## src/rtl/packet_deframer_crc.sv

```systemverilog
// Optical-link receive deframer: hunts for the sync word, shifts in one packet,
// checks CRC-16 over address+data and keeps saturating link-diagnostic counters.
module packet_deframer_crc #(
    parameter logic [7:0]  SYNC_WORD = 8'hA5,
    parameter int unsigned PKT_LEN   = 71,
    parameter logic [15:0] CRC_POLY  = 16'h1021,
    parameter logic [15:0] CRC_INIT  = 16'hFFFF,
    parameter logic [15:0] TIMEOUT   = 16'd5000
) (
    input  logic               clk,
    input  logic               reset,
    input  logic               rx_en,
    input  logic               bit_in,
    input  logic               bit_valid,
    output logic [PKT_LEN-1:0] seventy_one_bit_packet,
    output logic               crc_done,
    output logic               crc_good,
    output logic [1:0]         state,
    output logic [15:0]        good_count,
    output logic [15:0]        bad_count,
    output logic [7:0]         abort_count
);

    localparam int unsigned CRC_W    = 16;
    localparam int unsigned SYNC_W   = 8;
    localparam int unsigned CNT_W    = $clog2(PKT_LEN + 1);
    localparam int unsigned CRC_BITS = PKT_LEN - CRC_W;

    typedef enum logic [1:0] {
        S_HUNT  = 2'd0,
        S_RECV  = 2'd1,
        S_CHECK = 2'd2
    } state_t;

    // Reset asserts asynchronously and releases on a clock edge.
    logic r_rst_meta;
    logic r_rst_sync;
    logic w_rst_n;

    always_ff @(posedge clk or negedge reset) begin
        if (!reset) begin
            r_rst_meta <= 1'b0;
            r_rst_sync <= 1'b0;
        end else begin
            r_rst_meta <= 1'b1;
            r_rst_sync <= r_rst_meta;
        end
    end

    assign w_rst_n = r_rst_sync;

    state_t             r_state,     w_state_nxt;
    logic [SYNC_W-1:0]  r_sync_sr,   w_sync_nxt;
    logic [PKT_LEN-1:0] r_pkt_sr,    w_pkt_nxt;
    logic [CNT_W-1:0]   r_bit_cnt,   w_bit_cnt_nxt;
    logic [CRC_W-1:0]   r_crc,       w_crc_nxt;
    logic [15:0]        r_tmo_cnt,   w_tmo_nxt;
    logic [PKT_LEN-1:0] r_pkt_out,   w_pkt_out_nxt;
    logic               r_crc_good,  w_crc_good_nxt;
    logic               r_crc_done,  w_crc_done_nxt;
    logic [15:0]        r_good_cnt,  w_good_nxt;
    logic [15:0]        r_bad_cnt,   w_bad_nxt;
    logic [7:0]         r_abort_cnt, w_abort_nxt;

    logic [SYNC_W-1:0]  w_sync_upd;
    logic [CRC_W-1:0]   w_crc_step;
    logic               w_abort;

    always_ff @(posedge clk or negedge w_rst_n) begin
        if (!w_rst_n) begin
            r_state     <= S_HUNT;
            r_sync_sr   <= '0;
            r_pkt_sr    <= '0;
            r_bit_cnt   <= '0;
            r_crc       <= CRC_INIT;
            r_tmo_cnt   <= '0;
            r_pkt_out   <= '0;
            r_crc_good  <= 1'b0;
            r_crc_done  <= 1'b0;
            r_good_cnt  <= '0;
            r_bad_cnt   <= '0;
            r_abort_cnt <= '0;
        end else begin
            r_state     <= w_state_nxt;
            r_sync_sr   <= w_sync_nxt;
            r_pkt_sr    <= w_pkt_nxt;
            r_bit_cnt   <= w_bit_cnt_nxt;
            r_crc       <= w_crc_nxt;
            r_tmo_cnt   <= w_tmo_nxt;
            r_pkt_out   <= w_pkt_out_nxt;
            r_crc_good  <= w_crc_good_nxt;
            r_crc_done  <= w_crc_done_nxt;
            r_good_cnt  <= w_good_nxt;
            r_bad_cnt   <= w_bad_nxt;
            r_abort_cnt <= w_abort_nxt;
        end
    end

    always_comb begin
        w_state_nxt    = r_state;
        w_sync_nxt     = r_sync_sr;
        w_pkt_nxt      = r_pkt_sr;
        w_bit_cnt_nxt  = r_bit_cnt;
        w_crc_nxt      = r_crc;
        w_tmo_nxt      = r_tmo_cnt;
        w_pkt_out_nxt  = r_pkt_out;
        w_crc_good_nxt = r_crc_good;
        w_crc_done_nxt = 1'b0;
        w_good_nxt     = r_good_cnt;
        w_bad_nxt      = r_bad_cnt;
        w_abort_nxt    = r_abort_cnt;
        w_abort        = 1'b0;

        w_sync_upd = {r_sync_sr[SYNC_W-2:0], bit_in};
        w_crc_step = {r_crc[CRC_W-2:0], 1'b0} ^ ((r_crc[CRC_W-1] ^ bit_in) ? CRC_POLY : '0);

        case (r_state)
            S_HUNT: begin
                if (rx_en && bit_valid) begin
                    w_sync_nxt = w_sync_upd;
                    if (w_sync_upd == SYNC_WORD) begin
                        w_state_nxt   = S_RECV;
                        w_bit_cnt_nxt = '0;
                        w_crc_nxt     = CRC_INIT;
                        w_tmo_nxt     = '0;
                    end
                end
            end

            S_RECV: begin
                if (!rx_en) begin
                    w_abort = 1'b1;
                end else if (bit_valid) begin
                    w_pkt_nxt     = {r_pkt_sr[PKT_LEN-2:0], bit_in};
                    w_bit_cnt_nxt = r_bit_cnt + CNT_W'(1);
                    w_tmo_nxt     = '0;
                    // Only address+data bits feed the CRC; the trailing CRC field does not.
                    if (r_bit_cnt < CNT_W'(CRC_BITS)) begin
                        w_crc_nxt = w_crc_step;
                    end
                    if (r_bit_cnt == CNT_W'(PKT_LEN - 1)) begin
                        w_state_nxt = S_CHECK;
                    end
                end else if (r_tmo_cnt == TIMEOUT - 16'd1) begin
                    w_abort = 1'b1;
                end else begin
                    w_tmo_nxt = r_tmo_cnt + 16'd1;
                end
            end

            S_CHECK: begin
                w_pkt_out_nxt  = r_pkt_sr;
                w_crc_good_nxt = (r_crc == r_pkt_sr[CRC_W-1:0]);
                w_crc_done_nxt = 1'b1;
                w_state_nxt    = S_HUNT;
                w_sync_nxt     = '0;
                if (r_crc == r_pkt_sr[CRC_W-1:0]) begin
                    if (r_good_cnt != '1) begin
                        w_good_nxt = r_good_cnt + 16'd1;
                    end
                end else if (r_bad_cnt != '1) begin
                    w_bad_nxt = r_bad_cnt + 16'd1;
                end
            end

            default: begin
                w_state_nxt = S_HUNT;
            end
        endcase

        if (w_abort) begin
            w_state_nxt = S_HUNT;
            if (r_abort_cnt != '1) begin
                w_abort_nxt = r_abort_cnt + 8'd1;
            end
        end
    end

    assign seventy_one_bit_packet = r_pkt_out;
    assign crc_done               = r_crc_done;
    assign crc_good               = r_crc_good;
    assign state                  = r_state;
    assign good_count             = r_good_cnt;
    assign bad_count              = r_bad_cnt;
    assign abort_count            = r_abort_cnt;

endmodule

```

## config.mk

```make
export PLATFORM = sky130hd
export DESIGN_NAME = packet_deframer_crc
export DESIGN_NICKNAME = d
export VERILOG_FILES = /design/src/rtl/packet_deframer_crc.sv
export SDC_FILE = /design/constraint.sdc
export NUM_CORES = 1
export LEC_CHECK = 0
export ABC_AREA = 1
export BUFFER_PORTS_ARGS = -buffer_cell sky130_fd_sc_hd__buf_2
export CAP_MARGIN = 20
export CORE_MARGIN = 10
export CORE_UTILIZATION = 54
export DETAILED_ROUTE_END_ITERATION = 10
export PLACE_DENSITY = 0.74
export SETUP_SLACK_MARGIN = 0.15
export SYNTH_ARGS = -nofsm -noshare
export SYNTH_HDL_FRONTEND = slang
export SYNTH_SLANG_ARGS = --single-unit
```

## constraint.sdc

```tcl
create_clock -name clk -period 9.4 [get_ports clk]
set_input_delay 0 -clock clk [delete_from_list [all_inputs] [get_ports clk]]
set_output_delay 0 -clock clk [all_outputs]
set_load 0.03 [all_outputs]
```

==> Yosys cells after proc, flatten, opt, wreduce, memory -nomap -nowiden <==
Cells that the tools add are included.
{ "op_classes": {"n_reduce_logical": 13, "magnitude_cmp": 1, "bitwise_logic": 3, "add_sub_neg": 5, "n_mux": 32, "n_eq_ne": 20} }
{ "ops": {"columns": ["op", "count"], "rows": [
  ["16-bit two-way mux", 10],
  ["16-bit one-hot mux with 2 select lines", 2],
  ["16-bit by 1-bit adder with 16-bit output (second input constant)", 3],
  ["7-bit two-way mux", 5],
  ["16-bit inequality test (second input constant)", 2],
  ["7-bit one-hot mux with 2 select lines", 2],
  ["3-bit inequality test (second input constant)", 6],
  ["16-bit by 13-bit == test with 1-bit output (second input constant)", 1],
  ["16-bit == test", 1],
  ["16-bit by 13-bit XOR with 16-bit output", 1],
  ["5-bit AND reduction", 3],
  ["13-bit two-way mux", 1],
  ["2-bit two-way mux", 6],
  ["2-bit inequality test (second input constant)", 5],
  ["3-bit AND reduction", 3],
  ["8-bit by 1-bit adder with 8-bit output (second input constant)", 1],
  ["8-bit == test (second input constant)", 1],
  ["8-bit inequality test (second input constant)", 1],
  ["7-bit by 1-bit adder with 7-bit output (second input constant)", 1],
  ["7-bit == test (second input constant)", 1],
  ["7-bit by 6-bit < comparator with 1-bit output (second input constant)", 1],
  ["6-bit AND reduction", 1],
  ["1-bit two-way mux", 5],
  ["2-bit one-hot mux with 2 select lines", 1],
  ["other kinds (8)", 10]
]} }
{ "totals": {"wordCells": 88, "register_bits": 234, "output_inout_bits": 115} }

==> Depth between registers and ports, before layout <==
{ "depth": {"ltp_word": 7, "depth_mapped": 12, "ltp_nobuf": 11} }

==> Worst setup path after synthesis <==
OpenSTA, ideal clock, no wires.
{ "synth_path": {"kind": "register to register", "startpoint": "reg r_good_cnt[0] (netlist: good_count[0])", "endpoint": "reg r_good_cnt[13] (netlist: good_count[13])", "setup_ns": 0.066, "setup_slack_ns": 7.691, "stages_incl_launch_ff": 9, "arrival_ns": 1.644, "n_path_buf": 1, "synth_period_minus_slack_ns": 1.709, "cell_sequence": "dfrtp_1 ha_1 nand3_2 inv_1 nand4_2 nand4_4 buf_6 nand2_1 nand2_1"} }
{ "synth_via": {"elab_chain_cells": 2} }
{ "synth_lines": {"columns": ["element", "line", "source"], "rows": [
  ["start, declared", "61", "logic [15:0] r_good_cnt, w_good_nxt;"],
  ["start signal, assigned", "93", "r_good_cnt <= w_good_nxt;"],
  ["parallel branches: the longest is 2 deep, another holds 16-bit by 1-bit adder with 16-bit output", null, null]
]} }
Several ways; the timed one is not identified.
A chain may end at the register's enable or synchronous reset.

==> Final worst setup path <==
{ "layout_path": {"startpoint": "reg r_state[0] (netlist: state[0])", "endpoint": "reg r_pkt_sr[47]"} }
{ "layout_via": {"elab_chain_cells": 2} }
{ "layout_lines": {"columns": ["element", "line", "source"], "rows": [
  ["start, declared", "52", "state_t r_state, w_state_nxt;"],
  ["start signal, assigned", "84", "r_state <= w_state_nxt;"],
  ["2-bit by 1-bit == test with 1-bit output", "117", "case (r_state)"],
  ["3-bit AND reduction (no line)", null, null],
  ["end signal, assigned", "86", "r_pkt_sr <= w_pkt_nxt;"],
  ["end, declared", "54", "logic [PKT_LEN-1:0] r_pkt_sr, w_pkt_nxt;"]
]} }
Every way passes these cells.

==> run metrics <==
initial antenna violation count=0; Mapped Nets=1322; Final HPWL DP=15650 um; main combinational cell family by area after synthesis=simple AND/OR/NAND/NOR gates; first-pass GRT wire length=41020 um; DR iter-0 viols=681; Final period util=28.98%; r2r worst-path depth=6; RSZ-0062 raised after global routing=false; fmax=367.1 MHz; Row Count=52; FFs w/ async S/R, synth=100.0%; global placement routability congestion=around 0.86; Setup TNS=0 ns; Final ANT Viol Nets=0; compound-gate portion of the synthesized area=9.728%; antenna cell count=0; relative slew slack=31.93%; max-cap viol count=0; Synth Area in Adders=0.6859%; multiplexer area fraction after synthesis=0%; # H-tree levels=1; Seq/Total Area, Yosys=53.68%; Clock Sinks=approximately 230; max incr delay on CP=0.63 ns; layout overhead on the synthesized area=15.99%; share of cells above drive strength 1=16.34%; Worst Tran Pin Value=roughly 1 ns; yosys warns=0; Placement Cell Area=11650 um2; crit path DAT=3.16 ns; Die H=between 150 and 200 um; Hold Crit Class=input pin to asynchronous set/reset pin; xor/xnor share of the synthesized area=3.041%; clock-pin slew on the worst setup and hold paths=0.06 ns; Pre-Repair DR Iteration Count=6; final hold slack=approximately 0.31 ns; VDD IR max=approximately 0.00017 V; CTS max path bufs=3; initial core utilization=54.44%; Post-synth EDFFs=0; Setup-failing EPs final=0; core area=20100 um2; total grt overflow=0; syn_area_per_cell=8.349 um2; Die Wd=about 160 um; Netlist cell types=42; CTS buffer count=26; Setup Skew=between 0.009 and 0.01 ns; Slowest-stage cell, CP=buf_4; IO Port Bufs=119; PostCTS Resize Cnt=0; CTS tree=built; number of hold violations in the final report=0; Total Nets Final=approximately 1400; status=completed; drt wl/cell=roughly 14 um; critical-path cell list=nand2_2 -> clkinv_4 -> nand2_4 -> buf_4 -> nand2_1 -> o21ai_0; Synth Instances=1311; CP startpoint kind=flop; Setup Buffers After CTS=0; Crit path depth=6; CTS Hold Buffers Added=5; Clock Latency Late Sink=0.52 ns; largest net degree at the start of global routing=173; pwr dens=226.0 nW/um2; leakage=approximately 6.3 nW; Crit Path Max Fanout=76; Die Area=approximately 26000 um2; FILL cells=1722; vias=approximately 8800; I/O pin total=120; Seq cells post-synth=around 230; fin. max-slew vios=0; fin area=roughly 13000 um2; Root Buffer=clkbuf_16; GRT Total Usage=18.02%; vias per cell=slightly above 5; Crit Path Category=flop to flop; vias in the first global route=8427; final wirelength=23970 um; kind of cell adding the most delay to the critical path=simple AND/OR/NAND/NOR gates; Min Clock Period, post-route=2.724 ns; CP Buf/Inv Count=2; CP endpoint kind=flop; Main synth FF type=dfrtp_1; simple-gate share of the synthesized area=about 25%; drt drc=0; worst path required time=9.84 ns; synthesized cell area=~11000 um2
==> cell usage after synthesis, types with 2 or more instances <==
master | n | area [um2]
inv_2 | 6 | 22.52
buf_4 | 2 | 15.01
buf_2 | 20 | 100.1
nand3b_1 | 2 | 15.01
inv_1 | 140 | 525.5
a21oi_1 | 3 | 15.01
dfrtp_1 | 218 | 5455
nand2_4 | 2 | 22.52
nand3_4 | 2 | 35.03
nand2_2 | 7 | 43.79
and2_1 | 2 | 12.51
nand2_1 | 429 | 1610
buf_6 | 8 | 90.09
o21ai_2 | 15 | 131.4
nor2_4 | 3 | 33.78
dfstp_2 | 16 | 420.4
o21ai_1 | 10 | 50.05
nand3_2 | 2 | 20.02
clkbuf_1 | 19 | 71.32
xnor2_1 | 18 | 157.7
xor2_1 | 20 | 175.2
o21ai_0 | 158 | 790.8
nand4_2 | 2 | 25.02
ha_1 | 6 | 75.07
nor3_1 | 10 | 50.05
nand3_1 | 47 | 235.2
nand4_1 | 44 | 275.3
nor3_2 | 3 | 30.03
nor2_2 | 3 | 18.77
nor2_1 | 74 | 277.8
o22ai_1 | 6 | 37.54
o21bai_1 | 3 | 22.52
clkinv_1 | 2 | 7.510
==> registers in the layout, summed over array words and instances (netlist names) <==
register                count
bad_count                  16
r_pkt_sr                   71
r_crc                      16
crc_good                    1
r_rst_sync                  1
r_tmo_cnt                  16
r_bit_cnt                   7
r_sync_sr                   7
abort_count                 8
seventy_one_bit_packet     71
crc_done                    1
good_count                 16
state                       2
r_rst_meta                  1
==> layout make-up <==
| class | instances | area [um2] | share of cell area [%] |
|---|---|---|---|
| Clock inverter | 12 | 197.7 | 1.557 |
| Multi-Input combinational cell | 878 | 4229 | 33.31 |
| Clock buffer | 36 | 769.5 | 6.061 |
| Inverter | 149 | 566.8 | 4.464 |
| Sequential cell | 234 | 5879 | 46.31 |
| Tap cell | 270 | 337.8 | 2.661 |
| Timing Repair Buffer | 129 | 715.7 | 5.637 |
==> cells by family (layout without fill, tap and decap cells) <==
group,count (synthesis),in the layout
fa+ha+maj,6,6
simple gates,636,636
buf+inv,199,326
flops,234,234
other cells,1,1
xor+xnor,38,38
compound gates,197,197
==> worst paths after layout <==
check / startpoint / end / slack [ns]
hold reg to reg: r_rst_meta$_DFF_PN0_ / r_rst_sync$_DFF_PN0_ / 0.35
setup reg to reg: state[0]$_DFFE_PN0P_ / r_pkt_sr[47]$_DFFE_PN0P_ / 6.68
min in group clk: rx_en / state[1]$_DFFE_PN0P_ / 0.34
hold / removal: reset / r_rst_sync$_DFF_PN0_ / 0.31
setup / recovery: state[0]$_DFFE_PN0P_ / r_pkt_sr[47]$_DFFE_PN0P_ / 6.68
max in group asynchronous: r_rst_sync$_DFF_PN0_ / r_tmo_cnt[3]$_DFFE_PN0P_ / 7.52
==> layer usage <==
layer / GRT usage (%) / vias to the layer above / wire, um
met3: 3.488 / 29 / 1373
met2: 29.44 / 202 / 11270
met4: 4.260 / 0 / 356
met5: 0 / - / 0
li1: - / 4388 / -
met1: 24.31 / 4183 / 10970
==> power breakdown <==
part | switching [mW] | internal [mW] | total, mW | leakage, nW
combinational | 0.359 | 0.160 | 0.519 | 2.67
clock | 0.409 | 0.710 | 1.12 | 0.476
sequential | 0.104 | 1.13 | 1.23 | 3.19
total | 0.872 | 2.00 | 2.87 | 6.33
==> per-stage QoR <==
step                      total power [mW]  instances  utilization, %  setup slack, ns
after floorplan                      1.653       1311               -            2.424
after global placement               1.744       1654           57.95            6.816
after CTS                            2.897       1707           63.01            6.660
after global routing                 3.031       1708           63.15            6.407
after detailed placement             1.761       1654           57.95            6.700
final                                2.870       1708           63.15            6.676
==> worst reg2reg max path, delay by kind of cell, from the launching register on <==
kind                   cells  cell delay, ns
AND/OR/NAND/NOR            3            1.12
buffers and inverters      2            0.93
flip-flops                 1            0.47
AO/OA/AOI/OAI              1            0.12
==> layout by cell type (no fill, tap or decap), types with 3 or more instances in the layout <==
cell type      synthesis  layout
a21oi_1                3       3
buf_2                 20     119
buf_4                  2       3
bufinv_16              0       5
clkbuf_1              19       3
clkbuf_16              0      27
clkbuf_8               0       6
clkinv_2               0       4
dfrtp_1              218     217
dfstp_2               16      16
dlygate4sd3_1          0       5
ha_1                   6       6
inv_1                140     140
inv_2                  6       5
nand2_1              429     429
nand2_2                7       6
nand2_4                2       3
nand3_1               47      47
nand4_1               44      44
nor2_1                74      73
nor2_2                 3       4
nor2_4                 3       3
nor3_1                10      10
nor3_2                 3       3
o21ai_0              158     158
o21ai_1               10      10
o21ai_2               15      15
o21bai_1               3       3
o22ai_1                6       6
xnor2_1               18      18
xor2_1                20      20
Power figures use the tool's default switching activity.
